### src/rtl/pipe_ctrl.sv
// Pipeline control: per-stage stall vector, exception/eret
// freeze-flush-resume sequencing, stall watchdog and flush counter.
module pipe_ctrl #(
  parameter logic [31:0] EXC_VECTOR    = 32'h0000_0020,
  parameter logic [31:0] ERET_CODE     = 32'h0000_000e,
  parameter logic [15:0] STALL_TIMEOUT = 16'd1024
) (
  input  logic        clk,
  input  logic        rst,
  input  logic        stallreq_from_if,
  input  logic        stallreq_from_id,
  input  logic        stallreq_from_ex,
  input  logic        stallreq_from_mem,
  input  logic [31:0] excepttype_i,
  input  logic [31:0] cp0_epc_i,
  output logic [5:0]  stall,
  output logic        flush,
  output logic [31:0] new_pc,
  output logic        stall_timeout,
  output logic [15:0] flush_count
);

  typedef enum logic {
    RUN,
    FLUSH
  } state_t;

  localparam logic [15:0] TO_LAST = STALL_TIMEOUT - 16'd1;

  state_t      state;
  state_t      state_next;
  logic        exc;
  logic [15:0] stall_cnt;

  assign exc = |excepttype_i;

  always_ff @(posedge clk) begin
    if (!rst) state <= RUN;
    else      state <= state_next;
  end

  always_comb begin
    state_next = state;
    stall      = 6'b000000;
    unique case (state)
      RUN: begin
        if (exc) begin
          stall      = 6'b111111;
          state_next = FLUSH;
        end else if (stallreq_from_mem) begin
          stall = 6'b011111;
        end else if (stallreq_from_ex) begin
          stall = 6'b001111;
        end else if (stallreq_from_id) begin
          stall = 6'b000111;
        end else if (stallreq_from_if) begin
          stall = 6'b000011;
        end
      end
      FLUSH: state_next = RUN;
      default: state_next = RUN;
    endcase
    if (!rst) stall = 6'b000000;
  end

  always_ff @(posedge clk) begin
    if (!rst) begin
      flush         <= 1'b0;
      new_pc        <= 32'h0;
      stall_cnt     <= 16'h0;
      stall_timeout <= 1'b0;
      flush_count   <= 16'h0;
    end else if (state == FLUSH) begin
      flush       <= 1'b0;
      flush_count <= flush_count + 16'd1;
      stall_cnt   <= 16'h0;
    end else if (exc) begin
      flush  <= 1'b1;
      new_pc <= (excepttype_i == ERET_CODE) ? cp0_epc_i
                                            : EXC_VECTOR;
    end else if (stall[0]) begin
      if (stall_cnt != 16'hffff) stall_cnt <= stall_cnt + 16'd1;
      if (stall_cnt == TO_LAST) stall_timeout <= 1'b1;
    end else begin
      stall_cnt <= 16'h0;
    end
  end

endmodule

### config.mk
export PLATFORM = sky130hd
export DESIGN_NAME = pipe_ctrl
export DESIGN_NICKNAME = d
export VERILOG_FILES = /design/src/rtl/pipe_ctrl.sv
export SDC_FILE = /design/constraint.sdc
export NUM_CORES = 1
export LEC_CHECK = 0
export BUFFER_PORTS_ARGS = -buffer_cell sky130_fd_sc_hd__buf_2
export CORE_ASPECT_RATIO = 1.2
export CORE_MARGIN = 5
export CORE_UTILIZATION = 45
export CTS_CLUSTER_DIAMETER = 80
export DETAILED_ROUTE_END_ITERATION = 6
export GPL_ROUTABILITY_DRIVEN = 0
export PLACE_DENSITY = 0.76
export SLEW_MARGIN = 20
export SYNTH_ARGS = -nofsm -noshare
export SYNTH_HDL_FRONTEND = slang
export SYNTH_SLANG_ARGS = --single-unit
### constraint.sdc
create_clock -name clk -period 2.9 [get_ports clk]
set_input_delay 0.58 -clock clk [delete_from_list [all_inputs] [get_ports clk]]
set_output_delay 0.58 -clock clk [all_outputs]
set_load 0.01 [all_outputs]
**Word level (Yosys, flattened, before mapping)**

Cells that the tools add are included.

- Add/subtract/negate cells: 2
- Eq/ne operators: 4
- Multiplexer cells: 12
- Bitwise logic cells: 3
- Reductions and logical operators: 5

Operator list:

| kind | count |
|---|---|
| $add A16 B1 Y16 const B | 2 |
| $eq A32 B4 Y1 const B | 1 |
| $mux W16 | 2 |
| $mux W32 | 1 |
| $reduce_or A32 Y1 | 1 |
| $mux W6 | 3 |
| $eq A16 B10 Y1 const B | 1 |
| $ne A16 B16 Y1 const B | 1 |
| $mux W5 | 1 |
| $mux W4 | 1 |
| $reduce_and A2 Y1 | 2 |
| $reduce_and A4 Y1 | 1 |
| $mux W3 | 1 |
| $not A1 Y1 | 3 |
| $mux W2 | 1 |
| $ne A2 B1 Y1 const B | 1 |
| $pmux W1 S2 | 1 |
| $reduce_or A2 Y1 | 1 |
| $mux W1 | 1 |

- Flip-flop bits (word level): 67

**Longest topological paths before layout**

Gate-level depths: netlist (run 1).

- Word-level depth: 9
- Depth in mapped cells: 8

**Worst setup path after synthesis (run 1)**

No wires, ideal clock.

- Kind: input to output
- From: input excepttype_i[13]
- To: output stall[1]
- Arrival time: 2.018 ns
- Data required time: 2.320 ns
- Path slack: 0.302 ns
- Cell stages on the path: 7
- Buffers on the path: 2
- Cells stage by stage: nor4_1 -> and4_1 -> nand3_2 -> o21ai_1 -> buf_2 -> inv_1 -> buf_4

- Word-level cells in the longest chain between the ends: 4

RTL lines:

| what | RTL line | text |
|---|---|---|
| from (decl) | 14 | `input logic [31:0] excepttype_i,` |
| $reduce_or A32 Y1 | 35 | `assign exc = \|excepttype_i;` |
| $mux W6 | 47 | `if (exc) begin` |
| $mux W6 | 45 | `unique case (state)` |
| $mux W6 | 63 | `if (!rst) stall = 6'b000000;` |
| to (decl) | 16 | `output logic [5:0] stall,` |

Every way passes these cells.

**Worst setup path in the final report (run 1)**

- From: input excepttype_i[16]
- To: output stall[5]

Same word-level chain as after synthesis.

==> results_dict.tcl, run 1 <==
set metrics [dict create \
    dr.pass1.iters 4 \
    synth_ff_type "dfxtp_1" \
    cts_hold_buffers 0 \
    power_switching_share_pct 21.7 \
    layout-drive-gt1-share_pct 36.4 \
    vias_per_cell 5.35 \
    power.internal_w 0.00147 \
    crit_required_ns 2.32 \
    n_fill_cell 550 \
    core-area_um2 6010 \
    finalPower_w 0.00187 \
    multiInputGateArea_um2 1330 \
    power_frac_clock_pct 44.5 \
    finalWirelength_um 7370 \
    initial_core_util_pct 46.3 \
    cts_tree "done" \
    n_antenna_cell 0 \
    overflow 0 \
    hpwl_um 5500 \
    cts_resized 0 \
    synth_edf_count 0 \
    p_comb_share_pct 5.8 \
    cp_slowest_cell "and3_1" \
    powerDensity_nw_per_um2 510 \
    cp.depth 6 \
    antenna_found_initial 0 \
    routedWlPerCell_um 14.7 \
    final_nets 487 \
    track_usage_pct 18.5 \
    vdd_drop_max_mv 0.309 \
    clkSinkCount 67 \
    row_count 31 \
    fin_worst_hold_slack_ns 0.449 \
    place.port_buffers 125 \
    path_common_cell "buf_2" \
    fmax_ghz 0.411 \
    crit_chain "buf_2 > nor4_1 > and4_1 > and3_1 > nor2_1 > buf_2" \
    ff_latch_area_um2 1340 \
    post_cts_buffers 0 \
    slowest_delay_ns 0.36 \
    min_path_cells 2 \
    p_sw_w 0.000407 \
    syn2layout_area_growth_pct 31.9 \
    hold_violations 0 \
    ys_seq_area_share_pct 48.2 \
    clockBufferDepth 2 \
    slew_headroom_pct 67.6 \
    synth.net_count 364 \
    hold_path_class "primary input to flip-flop" \
    critical_path.top_delay_family "simple AND/OR/NAND/NOR gates" \
    worstSkewPairLatency_ns 0.34 \
    clock_skew_ns 0.00851 \
    synth-seq-cells 67 \
    rr_worst_depth 5 \
    cts_root_buf "clkbuf_8" \
    synthDistinctLibCells 44 \
    fp.dieArea_um2 7860 \
    crit_path_max_fanout 7 \
    slew_violations 0 \
    cts-htree-levels 3 \
    fin_tns_setup_ns 0 \
    p_leak_nw 1.62 \
    drcViolationCount 0 \
    fin_crit_sh_pct 83.9 \
    grt_pass1_vias 2467 \
    crit_buf_inv 2 \
    syn_inst 292 \
    p_seq_share_pct 49.7 \
    num_vias 2686 \
    synthesis.area_um2 2780 \
    grt_max_degree 32 \
    rsz0062_at_grt "no" \
    drt_iter0_markers 128 \
    fin_cells 502 \
    worstPathArrival_ns 1.85 \
    ant_nets 0 \
    ios 126 \
    status "finished, final reports clean" \
    placedCellCount 486 \
    worst_setup_path_end_kind "primary output" \
    tightest_slew_ns 0.481 \
    max_cap_viol_count 0 \
    synth.avg_cell_area_um2 9.53 \
    clkTransAtPathRegs_ns 0.08 \
    start_kind "primary input" \
    setup_viol 0 \
    synth_warnings 0 \
    synthArstFlopShare_pct 0 \
    die_h_um 96.1 \
    crit_type "primary input to primary output" \
    grt_pass1_wl_um 11200 \
    die_w_um 81.8 \
    fin_crit_ns 2.43 \
    numCtsBuffers 9 \
]
[area by class of cell]
cell class	count	share of cell area (%)
Inverter	4	0.409
Tap cell	82	2.80
Timing Repair Buffer	130	18.1
Clock buffer	10	3.48
Multi-Input combinational cell	203	36.2
Sequential cell	67	36.6
Clock inverter	6	2.46
[logic make-up after synthesis]
logic type / count (synthesis) / share of synthesized area, %
adder cells (fa/ha/maj): 2 / 0.900
XOR/XNOR: 13 / 4.09
multiplexers: 1 / 0.360
AO/OA/AOI/OAI: 75 / 20.0
buffers and inverters: 22 / 4.09
AND/OR/NAND/NOR: 112 / 22.4
flip-flops: 67 / 48.2
[power groups by stage]
stage | Combinational [W] | Clock (W) | Sequential (W)
after floorplan | 0.0000412 | 0 | 0.000953
after global placement | 0.000109 | 0 | 0.000951
after detailed placement | 0.000110 | 0 | 0.000951
after CTS | 0.000111 | 0.000862 | 0.000930
after global routing | 0.000120 | 0.000899 | 0.000930
final | 0.000109 | 0.000833 | 0.000930
[per-stage QoR]
stage          instance area (µm²)  util, %  worst slack [ns]
5_1_grt                       3670     61.0             0.332
4_1_cts                       3670     61.0             0.446
3_3_place_gp                  3450     57.4             0.521
2_1_floorplan                 2780        -             0.302
6_report                      3670     61.0             0.467
3_5_place_dp                  3450     57.4             0.452
[placed cells by master, fill, tap and decap left out, types with 2 or more instances in the layout]
master,instances
a21oi_1,14
a21oi_2,2
a22o_1,31
and2_1,5
and3_1,3
and4_1,3
buf_2,125
buf_4,5
bufinv_16,2
clkbuf_8,9
clkinv_4,2
dfxtp_1,67
ha_1,2
inv_1,4
nand2_1,14
nand3_1,12
nand4_1,7
nor2_1,26
nor3_1,8
nor4_1,10
o21ai_0,5
o21ai_1,4
o31ai_1,9
o41ai_1,2
or3_1,8
or4_1,8
xnor2_1,6
xor2_1,7
[state kept, by name, summed over array words and instances (netlist names)]
name and flops:
new_pc 32, state 1, stall_cnt 16, stall_timeout 1, flush_count 16, flush 1
[worst register-to-register path, delay by kind of cell (launching register included)]
kind	cells	cell delay, ns
AND/OR/NAND/NOR	4	1.44
flip-flops	1	0.41
AO/OA/AOI/OAI	1	0.05
[Yosys cell counts, drive strengths merged (7+ instances only)]
cell type / instances / share of area [%]
nand2: 14 / 1.9
a22o: 31 / 9.8
o21ai: 10 / 1.9
nor2: 28 / 4.4
or3: 8 / 1.8
o31ai: 9 / 2.4
or4: 8 / 2.2
nand3: 13 / 2.5
nor3: 8 / 1.4
nand4: 8 / 2.0
a21oi: 16 / 3.1
dfxtp: 67 / 48
clkbuf: 8 / 1.1
xor2: 7 / 2.2
nor4: 10 / 2.2
buf: 10 / 2.5
[path summary, 6_finish.rpt]
path	start	end	slack [ns]
worst max-delay path	excepttype_i[16]	stall[5]	0.47
worst min-delay path	cp0_epc_i[20]	new_pc[20]	0.45
worst max register to register	stall_cnt[8]	stall_cnt[7]	0.87
worst min register to register	new_pc[25]	new_pc[25]	0.47
[per-layer routing]
layer	part of all wire [%]	wire length (µm)	up-vias	GRT usage, %
met5	0	0	-	0
met1	41	3010	1230	22.1
met2	50	3720	101	31.6
li1	-	-	1348	-
met4	1.0	77	0	7.06
met3	7.6	559	7	4.59
Note: power is estimated with default switching activity, not from simulation.
==> run 2: changes to the inputs <==
==> constraint.sdc (replaced) <==
create_clock -name clk -period 2.5 [get_ports clk]
set_input_delay 0.5 -clock clk [delete_from_list [all_inputs] [get_ports clk]]
set_output_delay 0.5 -clock clk [all_outputs]
set_load 0.01 [all_outputs]
==> run 2 against run 1 <==
Net effect: via count increased by 1.7%; global-route usage decreased by 0.29 points; setup slack got worse by 0.17 ns; sequential cell count unchanged; sequential power increased by 16%; final area increased by 1.4%; critical path depth increased by 1; count of clock-buffer cells in the layout unchanged; combinational power increased by 19%; hold slack got worse by 0.070 ns; sequential share of layout area decreased by 0.49 points; register-to-register slack got worse by 0.43 ns; largest cell class unchanged; highest routed layer unchanged.
==> results_dict.tcl, run 2 (synthesis gave the netlist of run 1 again) <==
set metrics [dict create \
    status "finished, final reports clean" \
    reg_top3 "new_pc (32), flush_count (16), stall_cnt (16)" \
    initial_core_util_pct 46.3 \
    clockBufferDepth 2 \
    r2r-start "stall_cnt[7]" \
    cts-htree-levels 3 \
    num_vias 2732 \
    fin_worst_hold_slack_ns 0.380 \
    worst_setup_path_end_kind "primary output" \
    min_delay_worst_endpoint "new_pc[15]" \
    layout_common_cells "125 x buf_2, 67 x dfxtp_1, 31 x a22o_1, 26 x nor2_1" \
    ios 126 \
    final_common_cell "buf_2" \
    die_w_um 81.8 \
    vdd_drop_max_mv 0.484 \
    row_count 31 \
    ant_nets 0 \
    rsz0062_at_grt "no" \
    overflow 0 \
    fin_tns_setup_ns 0 \
    slew_violations 0 \
    crit_required_ns 2.00 \
    numCtsBuffers 9 \
    rrSetupSlack_ns 0.44 \
    final_nets 489 \
    fin_cells 504 \
    core-area_um2 6010 \
    cts_resized 0 \
    p_leak_nw 1.65 \
    startpoint "excepttype_i[9]" \
    track_usage_pct 18.2 \
    placedCellCount 488 \
    setup_viol 0 \
    routedWlPerCell_um 14.8 \
    clock_skew_ns 0.00823 \
    fin_crit_ns 2.20 \
    post_cts_buffers 0 \
    tightest_slew_ns 0.439 \
    layout-drive-gt1-share_pct 36.7 \
    drt_iter0_markers 163 \
    grt_pass1_vias 2424 \
    max_cap_viol_count 0 \
    worstSkewPairLatency_ns 0.33 \
    die_h_um 96.1 \
    n_fill_cell 525 \
    syn2layout_area_growth_pct 33.7 \
    n_antenna_cell 0 \
    timing.rr.end "stall_cnt[9]" \
    clkSinkCount 67 \
    grt_pass1_wl_um 11200 \
    cts_tree "done" \
    fmax_ghz 0.454 \
    worstPathArrival_ns 1.70 \
    vias_per_cell 5.42 \
    grt_max_degree 32 \
    crit_type "primary input to primary output" \
    clkTransAtPathRegs_ns 0.08 \
    drcViolationCount 0 \
    min_from "cp0_epc_i[15]" \
    hpwl_um 5630 \
    largest_reg_flops 32 \
    fp.dieArea_um2 7860 \
    place.port_buffers 125 \
    finalWirelength_um 7480 \
    hold_violations 0 \
    rr_worst_depth 5 \
    top_register "new_pc" \
    slew_headroom_pct 70.5 \
    fin_crit_sh_pct 88.1 \
    cts_hold_buffers 0 \
    powerDensity_nw_per_um2 613 \
    multiInputGateArea_um2 1330 \
    antenna_found_initial 0 \
    crit_path_max_fanout 4 \
    min_path_cells 2 \
    cts_root_buf "clkbuf_8" \
    dr.pass1.iters 4 \
    start_kind "primary input" \
    hold_path_class "primary input to flip-flop" \
    ff_latch_area_um2 1340 \
]
run 2: how the worst max path moves through the flow:
stage,endpoint,slack (ns),depth (start not counted)
detailed placement,stall_cnt[7],0.22,7
global placement,stall_cnt[9],0.28,7
global route,stall[0],0.15,7
finish,stall[1],0.30,7
CTS,stall[0],0.25,7
floorplan,stall[1],0.06,7
run 2: stage by stage:
step | area, µm² | util [%] | power [W] | setup slack [ns]
finish | 3720 | 61.9 | 0.00228 | 0.298
floorplan | 2780 | - | 0.00115 | 0.0622
CTS | 3720 | 61.9 | 0.00231 | 0.250
global placement | 3480 | 57.9 | 0.00123 | 0.280
detailed placement | 3480 | 57.9 | 0.00124 | 0.223
global route | 3720 | 61.9 | 0.00237 | 0.149
run 2: per-layer routing:
layer / share of wire [%] / GRT usage (%) / routed length, µm / vias up
met3: 8.7 / 3.46 / 649 / 13
met5: 0 / 0 / 0 / -
met1: 40 / 21.7 / 3000 / 1257
met2: 49 / 31.1 / 3700 / 114
li1: - / - / - / 1348
met4: 1.8 / 8.73 / 131 / 0
run 2: critical path: stages:
cell and delay, ns:
buf_2 0.10, nor4_1 0.24, and4_1 0.28, nand3_2 0.12, o21ai_1 0.24, inv_1 0.08, buf_2 0.14
run 2: cell type report:
class | instances | area share (%)
clock inverter | 6 | 3.03
timing repair buffer | 132 | 18.6
multi-input combinational | 203 | 35.7
clock buffer | 10 | 3.43
sequential | 67 | 36.1
tap | 82 | 2.76
inverter | 4 | 0.404
run 2: where the power goes:
group,leakage [nW],internal (W),switching (W)
combinational,0.986,0.0000667,0.0000632
sequential,0.541,0.00107,0.00000650
clock,0.121,0.000667,0.000404
total,1.65,0.00181,0.000473
==> run 3: changes to the inputs <==
--- a/config.mk
+++ b/config.mk
@@ -5,6 +5,7 @@
 export SDC_FILE = /design/constraint.sdc
 export NUM_CORES = 1
 export LEC_CHECK = 0
+export ABC_AREA = 1
 export BUFFER_PORTS_ARGS = -buffer_cell sky130_fd_sc_hd__buf_2
 export CORE_ASPECT_RATIO = 1.2
 export CORE_MARGIN = 5
@@ -12,7 +13,7 @@
 export CTS_CLUSTER_DIAMETER = 80
 export DETAILED_ROUTE_END_ITERATION = 6
 export GPL_ROUTABILITY_DRIVEN = 0
-export PLACE_DENSITY = 0.76
+export PLACE_DENSITY = 0.74
 export SLEW_MARGIN = 20
 export SYNTH_ARGS = -nofsm -noshare
 export SYNTH_HDL_FRONTEND = slang
==> run 3 against run 2 <==
Net effect: core utilization is 2.8 points lower; wire length is 10% higher; die area is 12% higher; maximum frequency is 0.75% higher; highest routed layer unchanged.
==> results_dict.tcl, run 3 <==
set metrics [dict create \
    p_leak_nw 1.82 \
    synthDistinctLibCells 33 \
    synth_warnings 0 \
    num_vias 3309 \
    layout_common_cells "125 x buf_2, 105 x nand2_1, 72 x nor2_1, 67 x dfxtp_1, 49 x nand3_1" \
    worstPathArrival_ns 2.39 \
    power_frac_clock_pct 44.8 \
    final_common_cell "buf_2" \
    power_switching_share_pct 23.8 \
    drt_iter0_markers 127 \
    die_h_um 102 \
    syn_inst 460 \
    status "finished, final reports clean" \
    ys_top_cells_by_area "dfxtp_1 42%, nand2_1 12%, nor2_1 8.7%" \
    post_cts_buffers 0 \
    hold_violations 0 \
    path_common_cell "nand2_1" \
    synth_ff_type "dfxtp_1" \
    track_usage_pct 19.2 \
    p_sw_w 0.000535 \
    setup_viol 0 \
    fin_crit_sh_pct 87.4 \
    n_fill_cell 674 \
    initial_core_util_pct 46.2 \
    fp.dieArea_um2 8820 \
    cts-htree-levels 3 \
    synth_top_area_share_pct 42.4 \
    crit_required_ns 2.71 \
    crit_chain "buf_2 > nor2_1 > nand2_1 > nor2_1 > nand2_1 > nor2_8 > nor2_4 > clkinv_2 > nand2_1 > a21oi_1" \
    fin_ws_ns 0.314 \
    start_kind "primary input" \
    tightest_slew_ns 0.735 \
    rsz0062_at_grt "no" \
    clock_skew_ns 0.00703 \
    clkSinkCount 67 \
    vdd_drop_max_mv 0.408 \
    syn2layout_area_growth_pct 27.7 \
    place.port_buffers 125 \
    grt_pass1_wl_um 13700 \
    grt_pass1_vias 3089 \
    crit_buf_inv 2 \
    synth_edf_count 0 \
    synth-seq-cells 67 \
    slowest_delay_ns 0.58 \
    routedWlPerCell_um 12.2 \
    hold_path_class "primary input to flip-flop" \
    die_w_um 86.6 \
    fin_tns_setup_ns 0 \
    top_register "new_pc" \
    critical_path.top_delay_family "simple AND/OR/NAND/NOR gates" \
    row_count 33 \
    hpwl_um 6120 \
    max_cap_viol_count 0 \
    final_nets 654 \
    overflow 0 \
    synth_common_cells "105 x nand2_1, 73 x nor2_1, 67 x dfxtp_1" \
    worst_setup_path_end_kind "flip-flop" \
    antenna_found_initial 0 \
    crit_path_max_fanout 33 \
    slew_violations 0 \
    worstSkewPairLatency_ns 0.34 \
    cts_hold_buffers 0 \
    fin_worst_hold_slack_ns 0.421 \
    synth.net_count 532 \
    numCtsBuffers 9 \
    clkTransAtPathRegs_ns 0.08 \
    crit_type "primary input to flip-flop" \
    slew_headroom_pct 50.9 \
    powerDensity_nw_per_um2 555 \
    ios 126 \
    place_area_um2 3820 \
    synth.avg_cell_area_um2 6.88 \
    fin_crit_ns 2.19 \
    layout-drive-gt1-share_pct 27.8 \
    pre_cts_slack_ns -0.0513 \
    placedCellCount 658 \
    synthArstFlopShare_pct 0 \
    cp_slowest_cell "clkinv_2" \
    finalWirelength_um 8250 \
    vias_per_cell 4.91 \
    p_comb_share_pct 7.0 \
    fmax_ghz 0.457 \
    p_seq_share_pct 48.1 \
    n_antenna_cell 0 \
    synth_most_common_cell "nand2_1" \
    fin_area_um2 4050 \
    largest_reg_flops 32 \
    synthesis.area_um2 3170 \
    cts_resized 0 \
    power.internal_w 0.00171 \
    cts_tree "done" \
    ant_nets 0 \
    core-area_um2 6850 \
    dr.pass1.iters 4 \
    drcViolationCount 0 \
    grt_max_degree 41 \
    ys_seq_area_share_pct 42.4 \
    yosysTopAreaCell "dfxtp_1" \
    fin_cells 674 \
    cts_root_buf "clkbuf_8" \
    reg_top3 "new_pc (32), flush_count (16), stall_cnt (16)" \
    clockBufferDepth 2 \
]
## run 3: logic make-up after synthesis
family / synth area share (%)
simple gates: 36.2
flops: 42.4
buf+inv: 9.17
compound gates: 10.2
xor+xnor: 1.38
fa+ha+maj: 0.790
## run 3: through the flow
step	utilization, %	power (W)
detailed placement	55.7	0.00126
finish	59.0	0.00225
global route	59.0	0.00235
global placement	55.7	0.00126
CTS	59.0	0.00227
floorplan	-	0.00119
## run 3: path summary, 6_finish.rpt
path	cells past startpoint	from	endpoint	slack, ns
worst max-delay path	10	excepttype_i[7]	new_pc[2]	0.31
worst min-delay path	3	cp0_epc_i[25]	new_pc[25]	0.42
worst max register to register	4	state	new_pc[2]	0.45
worst min register to register	2	stall_timeout	stall_timeout	0.46
## run 3: worst register-to-register path: stages, from the launching register on
cell and delay [ns]:
dfxtp_1 0.43, nor2_4 0.63, clkinv_2 0.59, nand2_1 0.18
a21oi_1 0.08
## run 3: area by class of cell
type / count / area (µm²) / share of cell area, %
multi-input cells: 329 / 1540 / 38.0
well taps: 87 / 109 / 2.69
flip-flops and latches: 67 / 1340 / 33.2
clock buffers: 9 / 124 / 3.06
clock inverters: 7 / 101 / 2.51
repair buffers: 129 / 656 / 16.2
inverters: 46 / 176 / 4.36
## run 3: power groups by stage
stage	Sequential, W	Clock, W	Combinational [W]
6_report	0.00108	0.00101	0.000158
3_3_place_gp	0.00111	0	0.000157
3_5_place_dp	0.00111	0	0.000158
2_1_floorplan	0.00111	0	0.0000867
4_1_cts	0.00108	0.00103	0.000159
5_1_grt	0.00108	0.00109	0.000178
## run 3: routing by layer
| layer | routed length (µm) | up-vias | global-route usage [%] |
|---|---|---|---|
| met2 | 3840 | 112 | 32.0 |
| li1 | - | 1719 | - |
| met4 | 149 | 0 | 6.83 |
| met1 | 3630 | 1465 | 24.0 |
| met5 | 0 | - | 0 |
| met3 | 624 | 13 | 5.08 |
